===== config.mk =====
export PLATFORM = sky130hd
export DESIGN_NAME = instr_mem_loader_flat
export DESIGN_NICKNAME = d
export VERILOG_FILES = /design/src/rtl/instr_mem_loader_if.sv /design/src/rtl/instr_mem_loader.sv /design/src/flat_wrapper.sv
export SDC_FILE = /design/constraint.sdc
export NUM_CORES = 1
export LEC_CHECK = 0
export CAP_MARGIN = 20
export CELL_PAD_IN_SITES_DETAIL_PLACEMENT = 1
export CELL_PAD_IN_SITES_GLOBAL_PLACEMENT = 1
export CORE_MARGIN = 2
export CORE_UTILIZATION = 40
export DETAILED_ROUTE_END_ITERATION = 8
export MAX_ROUTING_LAYER = met4
export PLACE_DENSITY_LB_ADDON = 0.3
export SLEW_MARGIN = 0
export SYNTH_ARGS = -nofsm -noshare
export SYNTH_HDL_FRONTEND = slang
export SYNTH_SLANG_ARGS = --single-unit

===== constraint.sdc =====
create_clock -name clk -period 3.8 [get_ports clk]
set_input_delay 1.14 -clock clk [delete_from_list [all_inputs] [get_ports clk]]
set_output_delay 1.14 -clock clk [all_outputs]
set_load 0.03 [all_outputs]

===== src/rtl/instr_mem_loader_if.sv =====
// instr_mem_loader_if: byte-stream input and instruction-memory write bus
// of the instruction memory loader.
//   master : the loader (consumes bytes, drives memory writes)
//   slave  : the environment (supplies bytes, observes memory writes)
interface instr_mem_loader_if #(
    parameter int BYTE_WIDTH    = 8,
    parameter int DATA_WIDTH    = 32,
    parameter int ADDRESS_WIDTH = 32
);
    logic                     byte_valid;
    logic [BYTE_WIDTH-1:0]    byte_data;
    logic                     byte_last;
    logic                     byte_ready;
    logic                     WE;
    logic [ADDRESS_WIDTH-1:0] A;
    logic [DATA_WIDTH-1:0]    WD;

    modport master (
        input  byte_valid, byte_data, byte_last,
        output byte_ready, WE, A, WD
    );

    modport slave (
        output byte_valid, byte_data, byte_last,
        input  byte_ready, WE, A, WD
    );
endinterface


===== src/rtl/instr_mem_loader.sv =====
// instr_mem_loader: receives a program image as a little-endian byte stream,
// packs 4 bytes per word and writes the words into instruction memory from
// BASE_ADDR upward, holding the CPU in reset until the image is in place.
// Optional feature macro: LOADER_CHECKSUM_EN adds a running byte checksum
// output (modulo 2^BYTE_WIDTH sum of accepted image bytes).
module instr_mem_loader #(
    parameter int                     DATA_WIDTH    = 32,
    parameter int                     BYTE_WIDTH    = 8,
    parameter int                     ADDRESS_WIDTH = 32,
    parameter logic [ADDRESS_WIDTH-1:0] BASE_ADDR   = 32'hBFC00000,
    parameter int                     MEM_BYTES     = 4096
) (
    input  logic                   clk,
    input  logic                   rst_n,
    input  logic                   start,
    instr_mem_loader_if.master     bus,
    output logic                   busy,
    output logic                   done,
    output logic                   err,
    output logic                   cpu_hold
`ifdef LOADER_CHECKSUM_EN
    ,
    output logic [BYTE_WIDTH-1:0]  checksum
`endif
);

    localparam int CW = $clog2(MEM_BYTES + 1);
    localparam logic [CW-1:0]            FULL_COUNT = CW'(MEM_BYTES);
    localparam logic [ADDRESS_WIDTH-1:0] WORD_STEP  = ADDRESS_WIDTH'(4);

    typedef enum logic [1:0] {
        S_IDLE  = 2'd0,
        S_RECV  = 2'd1,
        S_WRITE = 2'd2,
        S_DONE  = 2'd3
    } state_t;

    state_t                   r_state;
    state_t                   w_state_nxt;
    logic [CW-1:0]            r_count;
    logic [DATA_WIDTH-1:0]    r_pack;
    logic [ADDRESS_WIDTH-1:0] r_addr;
    logic                     r_last_seen;
    logic                     r_err;
    logic                     r_byte_ready;
    logic                     r_we;
    logic                     r_busy;
    logic                     r_done;
    logic                     r_cpu_hold;

    logic                     w_xfer;
    logic                     w_ovf;
    logic                     w_start_ok;
    logic                     w_word_end;

    // Place a byte into its little-endian lane of the pack register.
    function automatic logic [DATA_WIDTH-1:0] insert_byte(
        input logic [DATA_WIDTH-1:0] pack,
        input logic [1:0]            lane,
        input logic [BYTE_WIDTH-1:0] b
    );
        logic [DATA_WIDTH-1:0] res;
        res = pack;
        case (lane)
            2'd0:    res[0*BYTE_WIDTH +: BYTE_WIDTH] = b;
            2'd1:    res[1*BYTE_WIDTH +: BYTE_WIDTH] = b;
            2'd2:    res[2*BYTE_WIDTH +: BYTE_WIDTH] = b;
            2'd3:    res[3*BYTE_WIDTH +: BYTE_WIDTH] = b;
            default: res = pack;
        endcase
        return res;
    endfunction

    assign w_xfer     = (r_state == S_RECV) && r_byte_ready && bus.byte_valid;
    // Memory is already full: any further byte cannot belong to a written word.
    assign w_ovf      = w_xfer && (r_count == FULL_COUNT);
    assign w_start_ok = start && ((r_state == S_IDLE) || (r_state == S_DONE));
    assign w_word_end = (r_count[1:0] == 2'd3) || bus.byte_last;

    // Next-state decode of the load sequencer.
    always_comb begin
        w_state_nxt = r_state;
        case (r_state)
            S_IDLE, S_DONE: begin
                if (w_start_ok) begin
                    w_state_nxt = S_RECV;
                end else begin
                    w_state_nxt = r_state;
                end
            end
            S_RECV: begin
                if (w_ovf) begin
                    w_state_nxt = S_DONE;
                end else if (w_xfer && w_word_end) begin
                    w_state_nxt = S_WRITE;
                end else begin
                    w_state_nxt = S_RECV;
                end
            end
            S_WRITE: begin
                if (r_last_seen) begin
                    w_state_nxt = S_DONE;
                end else begin
                    w_state_nxt = S_RECV;
                end
            end
            default: w_state_nxt = S_IDLE;
        endcase
    end

    // State register and status/handshake outputs registered from next state.
    always_ff @(posedge clk) begin
        if (!rst_n) begin
            r_state      <= S_IDLE;
            r_byte_ready <= 1'b0;
            r_we         <= 1'b0;
            r_busy       <= 1'b0;
            r_done       <= 1'b0;
            r_cpu_hold   <= 1'b0;
        end else begin
            r_state      <= w_state_nxt;
            r_byte_ready <= (w_state_nxt == S_RECV);
            r_we         <= (w_state_nxt == S_WRITE);
            r_busy       <= (w_state_nxt == S_RECV) || (w_state_nxt == S_WRITE);
            r_done       <= (w_state_nxt == S_DONE);
            r_cpu_hold   <= (w_state_nxt == S_RECV) || (w_state_nxt == S_WRITE);
        end
    end

    // Byte packing, byte count, write address and overflow flag.
    always_ff @(posedge clk) begin
        if (!rst_n) begin
            r_count     <= '0;
            r_pack      <= '0;
            r_addr      <= BASE_ADDR;
            r_last_seen <= 1'b0;
            r_err       <= 1'b0;
        end else if (w_start_ok) begin
            r_count     <= '0;
            r_pack      <= '0;
            r_addr      <= BASE_ADDR;
            r_last_seen <= 1'b0;
            r_err       <= 1'b0;
        end else if (w_ovf) begin
            // Overflow byte is consumed but never stored.
            r_err       <= 1'b1;
        end else if (w_xfer) begin
            r_pack      <= insert_byte(r_pack, r_count[1:0], bus.byte_data);
            r_count     <= r_count + CW'(1);
            r_last_seen <= bus.byte_last;
        end else if (r_state == S_WRITE) begin
            // Word has been presented this cycle; a short final word was
            // already zero-padded by the cleared pack register.
            r_pack      <= '0;
            r_addr      <= r_addr + WORD_STEP;
        end else begin
            r_pack      <= r_pack;
        end
    end

`ifdef LOADER_CHECKSUM_EN
    logic [BYTE_WIDTH-1:0] r_checksum;

    // Running sum of stored image bytes; overflow bytes are excluded.
    always_ff @(posedge clk) begin
        if (!rst_n) begin
            r_checksum <= '0;
        end else if (w_start_ok) begin
            r_checksum <= '0;
        end else if (w_xfer && !w_ovf) begin
            r_checksum <= r_checksum + bus.byte_data;
        end else begin
            r_checksum <= r_checksum;
        end
    end

    assign checksum = r_checksum;
`endif

    assign bus.byte_ready = r_byte_ready;
    assign bus.WE         = r_we;
    assign bus.A          = r_addr;
    assign bus.WD         = r_pack;
    assign busy           = r_busy;
    assign done           = r_done;
    assign err            = r_err;
    assign cpu_hold       = r_cpu_hold;

endmodule


===== src/flat_wrapper.sv =====
// flat-port wrapper written by rule: the top's interface ports become plain ports
module instr_mem_loader_flat 
#(
    parameter int                     DATA_WIDTH    = 32,
    parameter int                     BYTE_WIDTH    = 8,
    parameter int                     ADDRESS_WIDTH = 32,
    parameter logic [ADDRESS_WIDTH-1:0] BASE_ADDR   = 32'hBFC00000,
    parameter int                     MEM_BYTES     = 4096
)
  (clk, rst_n, start, busy, done, err, cpu_hold, bus_byte_valid, bus_byte_data, bus_byte_last, bus_byte_ready, bus_WE, bus_A, bus_WD);
  instr_mem_loader_if #(.BYTE_WIDTH(BYTE_WIDTH), .DATA_WIDTH(DATA_WIDTH), .ADDRESS_WIDTH(ADDRESS_WIDTH)) bus_i ();
  input  logic clk;
  input  logic rst_n;
  input  logic start;
  output logic busy;
  output logic done;
  output logic err;
  output logic cpu_hold;
  input wire logic [$bits(bus_i.byte_valid)-1:0] bus_byte_valid;
  input wire logic [$bits(bus_i.byte_data)-1:0] bus_byte_data;
  input wire logic [$bits(bus_i.byte_last)-1:0] bus_byte_last;
  output wire logic [$bits(bus_i.byte_ready)-1:0] bus_byte_ready;
  output wire logic [$bits(bus_i.WE)-1:0] bus_WE;
  output wire logic [$bits(bus_i.A)-1:0] bus_A;
  output wire logic [$bits(bus_i.WD)-1:0] bus_WD;
  assign bus_i.byte_valid = bus_byte_valid;
  assign bus_i.byte_data = bus_byte_data;
  assign bus_i.byte_last = bus_byte_last;
  assign bus_byte_ready = bus_i.byte_ready;
  assign bus_WE = bus_i.WE;
  assign bus_A = bus_i.A;
  assign bus_WD = bus_i.WD;
  instr_mem_loader #(.DATA_WIDTH(DATA_WIDTH), .BYTE_WIDTH(BYTE_WIDTH), .ADDRESS_WIDTH(ADDRESS_WIDTH), .BASE_ADDR(BASE_ADDR), .MEM_BYTES(MEM_BYTES)) u_core (.clk(clk), .rst_n(rst_n), .start(start), .bus(bus_i), .busy(busy), .done(done), .err(err), .cpu_hold(cpu_hold));
endmodule

---- After elaboration in Yosys (flattened, before gate mapping) ----
Index checks and enable logic that the tools add are counted.
word-level totals
  memory bits (writable) .................. 0
  register bits after elaboration ......... 85
  bits in latches ......................... 0
  logic and storage cells ................. 62
  output and inout bits ................... 70
  input port bits ......................... 13
  memory bits (read-only) ................. 0
  memories ................................ 0
cells by class
  reduce and logical (&&, ||, !) cells .... 19
  add/sub/neg operators ................... 2
  multiplexer cells ....................... 11
  eq/ne operators ......................... 14
  order comparisons ....................... 0
  bitwise operators ....................... 3
  shift-type cells ........................ 0
  div/mod/pow operators ................... 0
  $mul .................................... 0
operator list
  kind                     number
  $mux W32                 2
  $add A32 B3 Y32 const B  1
  $mux W8                  4
  $reduce_and A3 Y1        5
  $add A13 B1 Y13 const B  1
  $eq A13 B13 Y1 const B   1
  $eq A2 B2 Y1 const B     6
  $mux W2                  4
  $ne A2 B2 Y1 const B     4
  $eq A2 B1 Y1 const B     3
  $pmux W2 S3              1
  $logic_and A1 B1 Y1      5
  $logic_not A2 Y1         2
  $reduce_or A2 Y1         2
  $logic_or A1 B1 Y1       3
  $not A1 Y1               3
  $reduce_and A2 Y1        1
  $reduce_bool A2 Y1       1

---- Logic depth before layout (Yosys ltp) ----
Gate-level depths: netlist of run 1.
  depth in word-level cells ............... 9
  depth in mapped cells ................... 9
  depth with buffers taken out ............ 8

---- Least setup slack after synthesis of run 1 ----
No wires, ideal clock.
  path type ............................... in2reg
  start point ............................. in bus_byte_valid
  end point ............................... reg u_core.r_done, in the netlist u_core.done
  path buffers ............................ 1
  arrival time ............................ 2.390 ns
  required time ........................... 3.685 ns
  setup time .............................. 0.115 ns
  cell stages on the path ................. 6
  setup slack ............................. 1.295 ns
  path through ............................ and3_1 -> buf_2 -> o31ai_4 -> o41a_1 -> ha_1 -> and2_1
on the way
  longest elaborated chain between the ends .. 6
  elaborated cells on any way between the ends .. 7
  those cells by class .................... 1 x eq/ne; 3 x mux; 3 x reduce/logical
ends and longest elaborated chain
  what                             line                     source
  from (decl)                      flat_wrapper.sv:19       input wire logic [$bits(bus_i.byte_valid)-1:0] bus_byte_valid;
  $logic_and A1 B1 Y1 *            instr_mem_loader.sv:74   assign w_xfer = (r_state == S_RECV) && r_byte_ready && bus.byte_valid;
  $logic_and A1 B1 Y1              instr_mem_loader.sv:94   end else if (w_xfer && w_word_end) begin
  $mux W2                          instr_mem_loader.sv:94
  $mux W2 *                        instr_mem_loader.sv:92   if (w_ovf) begin
  $pmux W2 S3 *                    instr_mem_loader.sv:83   case (r_state)
  named net u_core.w_state_nxt[0]  instr_mem_loader.sv:39   state_t w_state_nxt;
  $eq A2 B2 Y1 *                   instr_mem_loader.sv:125  r_done <= (w_state_nxt == S_DONE);
  to (signal assigned)             instr_mem_loader.sv:125
  to (decl)                        instr_mem_loader.sv:48   logic r_done;
The timed path passes the listed nets; every way through them passes the cells marked *.
A chain may end at the register's enable or synchronous reset.

---- Worst setup path after layout of run 1 ----
  start point ............................. in bus_byte_valid
  end point ............................... reg u_core.r_busy, in the netlist u_core.busy
on the way
  longest elaborated chain between the ends .. 7
  elaborated cells on any way between the ends .. 9
  those cells by class .................... 2 x eq/ne; 3 x mux; 4 x reduce/logical
ends and longest elaborated chain
  what                                                 line                     source
  $logic_and A1 B1 Y1 *                                instr_mem_loader.sv:74
  $logic_and A1 B1 Y1                                  instr_mem_loader.sv:94
  $mux W2                                              instr_mem_loader.sv:94
  $mux W2 *                                            instr_mem_loader.sv:92
  $pmux W2 S3 *                                        instr_mem_loader.sv:83
  named net u_core.w_state_nxt[0]                      instr_mem_loader.sv:39
  $eq A2 B1 Y1 / $eq A2 B2 Y1 (equally long branches)  instr_mem_loader.sv:124  r_busy <= (w_state_nxt == S_RECV) || (w_state_nxt == S_WRITE);
  $logic_or A1 B1 Y1 *                                 instr_mem_loader.sv:124
  to (signal assigned)                                 instr_mem_loader.sv:124
  to (decl)                                            instr_mem_loader.sv:47   logic r_busy;
Marked as above.

==> impl_metrics.toml, run 1 <==
[timing]
clock_skew_ns = 0.0117
post-route-period-util_pct = 72.5
max_clock_freq_mhz = 363
fin_crit_ns = 2.75
final.setup.tns_ns = 0
hold_violations = 0
setup_viol = 0
relSlewSlack_pct = 46.3
slew_violations = 0
worstMarginPinSlew_ns = 0.800
rsz0062_at_grt = "false"

[clocking]
cts_setup_buffers = 0
cts_htree_levels = 3
cts_hold_buffers = 0
cts-resized-gates = 0
root_buffer = "clkbuf_8"
cts_sinks = 83
cts_buffers = 9
cts_tree = "yes"
cts_buffer_depth = 2
clk_latency_ns = 0.36
path_clk_slew_ns = 0.10

[setup_path]
cp_data_arrival_time_ns = 3.05
worstPathRequired_ns = 4.10
crit_type = "primary input to flop"
end_kind = "flop"
crit_path_start_kind = "primary input"
r2r_cells = 8
critPathMaxFanout = 6

[global_route]
globalRouteTotalUtil_pct = 19.8
grt_pass1_wl_mm = 15.5
top_usage_layer = "met2"
antenna_found_initial = 0
met3_usage_pct = 3.55
grt_pass1_vias = 3257
met2_usage_pct = 33.0
met1_usage_pct = 23.9
grt_max_degree = 42
grt_overflow = 0

[die]
die_h_um = 100
die_x_um = 100
coreArea_um2 = 9060
placementRows = 35
dieArea_um2 = 9990
initial_core_util_pct = 40.6
io_pins = 83

[place]
dp_cells = 574
dp_hpwl_mm = 6.64
place_congestion = 0.793
portBuffers = 80

[synth]
synth.avg_cell_area_um2 = 9.12
yosysUniqueCellTypes = 42
synth_common_cells = "83 x dfxtp_1, 47 x nand3_1, 39 x o21ai_0"
ys_seq_area_share_pct = 45.1
synth-simple-area-share_pct = 25.4
yosysTopAreaCell = "dfxtp_1"
yosys_warnings = 0
synth-adder-area-share_pct = 3.74
synthMuxAreaShare_pct = 2.17
synth_ff_type = "dfxtp_1"
yosysMostFrequentCell = "dfxtp_1"
synth_top_family_by_area = "simple AND/OR/NAND/NOR gates"
synth_cells = 404
synthTopCellsByArea = "dfxtp_1 45%, nand3_1 6.4%, o21ai_0 5.3%, ha_1 3.7%, xor2_1 3.6%"
async_reset_ff_share_pct = 0
synth_compound_area_share_pct = 14.1
ys_ff_latch = 83
synth-xor-area-share_pct = 4.76
syn_area_um2 = 3680
synth_edf_count = 0
synth_top_cell_area_share_pct = 45.1

[routing]
wl_mm = 9.46
vias_per_cell = 5.44
wl_per_cell_um = 16.0
ant_nets = 0
vias = 3212
drtIter0Drc = 66
drc_errors = 0
dr.pass1.iters = 4

[min_path]
holdPathStages = 2
worstHoldPathType = "flop to flop"

[power_and_ir_drop]
power_switching_w = 0.000650
ir_drop_v = 0.000203
pwr-share-seq_pct = 47.3
p_leak_nw = 1.61
p_int_w = 0.00131
p_clk_share_pct = 31.6
p_per_area_nw_per_um2 = 416
switching_share_pct = 33.2
pwr-share-comb_pct = 21.0

[cells_and_area]
instances_no_fill = 590
drive_above_1_share_pct = 6.89
diodes = 0
syn_to_final_growth_pct = 27.9
nets = 498

[flow_run]
drv_cap = 0

[outcome]
status = "completed"
[through the flow]
step | utilization (%) | hold WS (ns) | total power (W) | setup slack, ns | cell area, um^2
finish | 52.0 | 0.473 | 0.00196 | 1.05 | 4710
global route | 52.0 | 0.501 | 0.00206 | 0.966 | 4710
CTS | 52.0 | 0.477 | 0.00198 | 1.05 | 4710
detailed placement | 49.9 | 0.462 | 0.00136 | 0.701 | 4520
global placement | 49.9 | 0.452 | 0.00135 | 0.764 | 4520
floorplan | - | 0.453 | 0.00123 | 1.30 | 3690
[layout by cell type (no fill, tap or decap), drive strengths merged, types with 4 or more instances in the layout]
| cell | instances |
|---|---|
| clkbuf | 9 |
| nor3 | 5 |
| clkdlybuf4s50 | 80 |
| nand4 | 16 |
| and3 | 5 |
| xnor2 | 5 |
| o31ai | 7 |
| and2 | 14 |
| o311ai | 4 |
| o21ai | 44 |
| a21oi | 15 |
| nor4 | 6 |
| mux2i | 8 |
| or3 | 9 |
| nor2 | 32 |
| buf | 4 |
| or4 | 7 |
| nand2 | 19 |
| nand3 | 47 |
| xor2 | 15 |
| inv | 12 |
| ha | 11 |
| and4 | 7 |
| dfxtp | 83 |
[power groups by stage]
stage | combinational, W | clock (W) | sequential, W
5_1_grt | 0.000454 | 0.000672 | 0.000931
3_5_place_dp | 0.000415 | 0 | 0.000947
6_report | 0.000412 | 0.000620 | 0.000926
3_3_place_gp | 0.000404 | 0 | 0.000944
2_1_floorplan | 0.000244 | 0 | 0.000988
4_1_cts | 0.000418 | 0.000635 | 0.000927
[cell families after synthesis]
kind of cell / after synthesis
multiplexers: 8
XOR/XNOR: 20
AND/OR/NAND/NOR: 171
adder cells (fa/ha/maj): 11
buffers and inverters: 34
other: 1
flip-flops: 83
AO/OA/AOI/OAI: 76
[sequential cells by signal (all words and copies together) (netlist names)]
signal,cells
u_core.bus.WD,32
u_core.bus.A,30
u_core.r_count,13
u_core.r_state,2
u_core.bus.WE,1
u_core.bus.byte_ready,1
u_core.busy,1
u_core.done,1
u_core.err,1
u_core.r_last_seen,1
[final cells by class]
type / count / area [um^2]
Clock buffer: 9 / 124
Tap cell: 111 / 139
Multi-Input combinational cell: 288 / 1860
Inverter: 8 / 30.0
Fill cell: 1053 / 4350
Clock inverter: 7 / 67.6
Timing Repair Buffer: 84 / 831
Sequential cell: 83 / 1660
[routing by layer]
| layer | up-vias | share of wire [%] | wire, um |
|---|---|---|---|
| li1 | 1586 | - | - |
| met1 | 1535 | 46 | 4370 |
| met2 | 73 | 48 | 4530 |
| met3 | 18 | 4.2 | 393 |
| met4 | 0 | 1.6 | 155 |
| met5 | - | 0 | 0 |
[worst max-delay path, stage by stage]
cell and delay [ns]:
clkdlybuf4s50_1 0.52, and3_1 0.20, buf_4 0.21, o31ai_4 0.12
o41a_1 0.46, inv_1 0.08, ha_1 0.22, nor2b_1 0.10
[final timing paths]
check | from | end | slack [ns]
max | bus_byte_valid | u_core.busy | 1.05
min | u_core.bus.WD[31] | u_core.bus.WD[31] | 0.47
max reg2reg | u_core.r_count[0] | u_core.busy | 1.19
min reg2reg | u_core.bus.WD[31] | u_core.bus.WD[31] | 0.47
Power figures use the tool's default switching activity.
==> inputs of run 2 (changes only) <==
--- a/config.mk
+++ b/config.mk
@@ -9,7 +9,7 @@
 export CELL_PAD_IN_SITES_DETAIL_PLACEMENT = 1
 export CELL_PAD_IN_SITES_GLOBAL_PLACEMENT = 1
 export CORE_MARGIN = 2
-export CORE_UTILIZATION = 40
+export CORE_UTILIZATION = 34
 export DETAILED_ROUTE_END_ITERATION = 8
 export MAX_ROUTING_LAYER = met4
 export PLACE_DENSITY_LB_ADDON = 0.3
==> constraint.sdc (replaced) <==
create_clock -name clk -period 2.5 [get_ports clk]
set_input_delay 0.75 -clock clk [delete_from_list [all_inputs] [get_ports clk]]
set_output_delay 0.75 -clock clk [all_outputs]
set_load 0.03 [all_outputs]
==> run 2 against run 1 <==
Against the previous run: clock skew down 0.0012 ns; wire length up 4.6%; sequential cell count stayed put; sequential share of layout area fell by 1.4 points; total power rose by 58%; clock power is 63% higher; final area up 4.2%; combinational power rose by 67%; worst setup slack worse by 0.91 ns; first-iteration DRC count up 48%.
==> impl_metrics.toml, run 2 (same netlist as run 1, synthesis figures left out) <==
[outcome]
status = "completed"

[setup_path]
crit_top_cell = "ha_1"
r2r_end = "u_core.bus.byte_ready"
r2r_cells = 9
cp_data_arrival_time_ns = 2.63
reg2reg_slack_ns = 0.13
crit_path_start_kind = "flop"
slowest_delay_ns = 0.64
crit_family = "simple AND/OR/NAND/NOR gates"
worstSetupPathDepth = 9
cp_cell_sequence = "inv_1 > ha_1 > or4b_1 > o31ai_1 > a221o_1 > buf_4 > nand2_1 > ha_1 > and2_1"
critPathSlowestCell = "or4b_1"
crit_path_end = "u_core.bus.byte_ready"
r2r-start = "u_core.r_count[0]"
cp-startpoint = "u_core.r_count[0]"
end_kind = "flop"
path_buf_inv = 2
crit_type = "flop to flop"
worstPathRequired_ns = 2.76
critPathMaxFanout = 6

[timing]
clock_skew_ns = 0.0105
post-route-period-util_pct = 94.8
worstMarginPinSlew_ns = 0.723
rsz0062_at_grt = "false"
final.setup.tns_ns = 0
whs_ns = 0.476
hold_violations = 0
fin_crit_ns = 2.37
relSlewSlack_pct = 51.7
slew_violations = 0
setup_viol = 0
max_clock_freq_mhz = 422

[cells_and_area]
diodes = 0
drive_above_1_share_pct = 9.53
final_common_cell = "dfxtp_1"
nets = 512
syn_to_final_growth_pct = 33.3
fill_cells = 1255
largest_reg_flops = 32
final_cell_mix = "83 x dfxtp_1, 80 x clkdlybuf4s50_1, 47 x nand3_1"

[routing]
dr.pass1.iters = 4
drtIter0Drc = 98
vias = 3288
drc_errors = 0
vias_per_cell = 5.19
ant_nets = 0
wl_per_cell_um = 15.6
wl_mm = 9.89

[power_and_ir_drop]
power_switching_w = 0.000984
p_per_area_nw_per_um2 = 631
total_power_w = 0.00310
pwr-share-seq_pct = 45.3
p_int_w = 0.00211
ir_drop_v = 0.000395
p_leak_nw = 1.71
pwr-share-comb_pct = 22.3
p_clk_share_pct = 32.5
switching_share_pct = 31.8

[die]
initial_core_util_pct = 34.4
die_h_um = 108
dieArea_um2 = 11700
die_x_um = 108
coreArea_um2 = 10700
io_pins = 83
placementRows = 38

[global_route]
grt_max_degree = 42
grt_overflow = 0
grt_pass1_wl_mm = 16.4
grt_pass1_vias = 3373
globalRouteTotalUtil_pct = 18.4
antenna_found_initial = 0

[clocking]
cts_tree = "yes"
cts_buffers = 9
clk_latency_ns = 0.37
root_buffer = "clkbuf_8"
cts_sinks = 83
cts_hold_buffers = 0
cts_setup_buffers = 0
cts_htree_levels = 3
cts-resized-gates = 0
cts_buffer_depth = 2
path_clk_slew_ns = 0.09

[place]
dp_hpwl_mm = 7.13
portBuffers = 80
place_congestion = 0.748

[min_path]
worstHoldPathType = "flop to flop"
holdPathStages = 2

[flow_run]
drv_cap = 0
[run 2: layout make-up]
type                            count  area (um^2)  area share, %
Multi-Input combinational cell    288         1860           37.9
Sequential cell                    83         1660           33.8
Timing Repair Buffer               98          986           20.1
Tap cell                          140          175           3.57
Clock buffer                        9          124           2.52
Clock inverter                      7         75.1           1.53
Inverter                            8         30.0          0.611
[run 2: power groups by stage]
stage,clock (W),combinational (W),sequential [W]
CTS,0.00104,0.000702,0.00140
global placement,0,0.000668,0.00143
detailed placement,0,0.000693,0.00143
floorplan,0,0.000371,0.00150
global route,0.00109,0.000768,0.00141
finish,0.00101,0.000690,0.00140
[run 2: worst min path at each step]
stage | startpoint | to | slack, ns
2_1_floorplan | u_core.r_count[12] | u_core.r_count[12] | 0.45
3_3_place_gp | u_core.bus.WD[30] | u_core.bus.WD[30] | 0.46
3_5_place_dp | u_core.bus.WD[31] | u_core.bus.WD[31] | 0.47
4_1_cts | u_core.bus.WD[15] | u_core.bus.WD[15] | 0.48
5_1_grt | u_core.bus.WD[17] | u_core.bus.WD[17] | 0.50
6_report | u_core.bus.WD[0] | u_core.bus.WD[0] | 0.48
[run 2: metrics by stage]
stage               worst slack, ns  cell area, um^2  std cells  util (%)
floorplan                     0.261             3690        405         -
global placement             0.0502             4710        617      44.0
detailed placement          0.00227             4710        617      44.0
CTS                           0.117             4910        633      45.9
global route                 0.0285             4910        633      45.9
finish                        0.131             4910        633      45.9
[run 2: tightest hold or removal path, cell delays in order, from the launching register on]
cell     delay [ns]
dfxtp_1        0.32
nand3_1        0.05
o21ai_0        0.06
[run 2: per-layer routing]
metal	share of wire, %	wire, um	GRT usage, %
met4	1.3	128	7.14
met1	45	4490	21.7
met5	0	0	-
met3	4.7	468	3.98
met2	49	4800	30.7
==> inputs of run 3 (changes only) <==
--- a/config.mk
+++ b/config.mk
@@ -8,7 +8,7 @@
 export CAP_MARGIN = 20
 export CELL_PAD_IN_SITES_DETAIL_PLACEMENT = 1
 export CELL_PAD_IN_SITES_GLOBAL_PLACEMENT = 1
-export CORE_MARGIN = 2
+export CORE_MARGIN = 1
 export CORE_UTILIZATION = 34
 export DETAILED_ROUTE_END_ITERATION = 8
 export MAX_ROUTING_LAYER = met4
==> run 3 against run 2 <==
Against the previous run: total power grew 2.9%; clock skew fell by 0.0027 ns; clock power up 11%; sequential power about the same; combinational power down 4.5%; register-to-register slack improved by 0.02 ns; fmax increased by 0.97%; global-route usage decreased by 0.72 points; first-iteration DRC count grew 13%; utilization grew 0.83 points; count of clock-buffer cells in the layout did not move; worst setup slack improved by 0.023 ns; largest power group unchanged; highest routed layer unchanged.
==> impl_metrics.toml, run 3 (same netlist as run 1, synthesis figures left out) <==
[routing]
vias_per_cell = 5.20
wl_per_cell_um = 15.0
dr.pass1.iters = 4
wl_mm = 9.36
ant_nets = 0
drtIter0Drc = 111
vias = 3235
drc_errors = 0

[clocking]
cts_buffers = 9
root_buffer = "clkbuf_8"
cts_sinks = 83
cts-resized-gates = 0
cts_htree_levels = 3
clk_latency_ns = 0.35
cts_tree = "yes"
cts_hold_buffers = 0
cts_setup_buffers = 0
path_clk_slew_ns = 0.10
cts_buffer_depth = 2

[cells_and_area]
final_common_cell = "dfxtp_1"
largest_reg_flops = 32
final_cell_mix = "83 x dfxtp_1, 80 x clkdlybuf4s50_1, 47 x nand3_1"
diodes = 0
drive_above_1_share_pct = 8.64
fill_cells = 1197
nets = 505
syn_to_final_growth_pct = 32.2
instances_no_fill = 622
finalInstanceArea_um2 = 4870

[global_route]
grt_max_degree = 42
antenna_found_initial = 0
grt_pass1_wl_mm = 15.4
globalRouteTotalUtil_pct = 17.7
grt_overflow = 0
grt_pass1_vias = 3137

[die]
die_x_um = 106
io_pins = 83
initial_core_util_pct = 35.4
placementRows = 37
dieArea_um2 = 11300
coreArea_um2 = 10400
die_h_um = 106

[power_and_ir_drop]
switching_share_pct = 30.7
ir_drop_v = 0.000412
p_per_area_nw_per_um2 = 655
p_int_w = 0.00221
pwr-share-comb_pct = 20.7
pwr-share-seq_pct = 44.1
p_leak_nw = 1.67
p_clk_share_pct = 35.3
power_switching_w = 0.000979

[min_path]
worstHoldPathType = "flop to flop"

[timing]
setup_viol = 0
max_clock_freq_mhz = 426
hold_violations = 0
relSlewSlack_pct = 53.8
slew_violations = 0
worstMarginPinSlew_ns = 0.692
post-route-period-util_pct = 93.9
rsz0062_at_grt = "false"
fin_crit_ns = 2.35
clock_skew_ns = 0.00775
whs_ns = 0.472

[setup_path]
critPathMaxFanout = 7
crit_path_start_kind = "flop"
reg2reg_slack_ns = 0.15
worstPathRequired_ns = 2.79
cp_data_arrival_time_ns = 2.64
crit_type = "flop to flop"
end_kind = "flop"

[place]
dp_hpwl_mm = 6.72
portBuffers = 80
dp_cells = 606
place_area_um2 = 4630
place_congestion = 0.782

[flow_run]
drv_cap = 0

[outcome]
status = "completed"
[run 3: changes by cell type in the layout (fill, tap and decap cells not counted), sizes merged]
cell,before,now
bufinv,1,2
clkinv,3,1
buf,18,11
clkinvlp,0,1
[run 3: worst max-delay path: stages, from the launching register on]
cell     delay, ns
dfxtp_1       0.38
inv_1         0.14
ha_2          0.22
or4b_1        0.43
buf_4         0.21
o31ai_2       0.20
a221o_1       0.21
and2_1        0.16
ha_1          0.23
nor2b_1       0.10
[run 3: layout make-up]
class,instances,area [um^2],share of cell area [%]
clock buffers,9,124,2.54
clock inverters,7,108,2.21
inverters,8,30.0,0.617
multi-input cells,288,1870,38.3
flip-flops and latches,83,1660,34.1
well taps,136,170,3.50
repair buffers,91,908,18.7
[run 3: routing by layer]
metal	track usage (%)	wire length, um	up-vias
met3	3.25	315	8
met4	5.95	97	0
met2	29.7	4540	63
met5	-	0	-
met1	21.4	4400	1562
li1	-	-	1602
[run 3: stage by stage]
stage,utilization [%],setup WS [ns],TNS (ns),power [W]
global placement,44.4,0.0114,0,0.00208
finish,46.7,0.154,0,0.00319
global route,46.7,0.0112,0,0.00336
floorplan,-,0.261,0,0.00187
CTS,46.7,0.0665,0,0.00322
detailed placement,44.4,-0.0178,-0.0314,0.00210
[run 3: power by group through the flow]
stage               Sequential, W  Combinational (W)  Clock (W)
floorplan                 0.00150           0.000371          0
global placement          0.00143           0.000648          0
detailed placement        0.00144           0.000665          0
CTS                       0.00141           0.000669    0.00114
global route              0.00141           0.000727    0.00122
finish                    0.00141           0.000659    0.00112
[run 3: worst paths after layout]
path	startpoint	endpoint	cells past startpoint
worst min register to register	u_core.bus.WD[30]	u_core.bus.WD[30]	2
worst max register to register	u_core.r_count[0]	u_core.busy	9
worst min-delay path	u_core.bus.WD[30]	u_core.bus.WD[30]	2
worst max-delay path	u_core.r_count[0]	u_core.busy	9
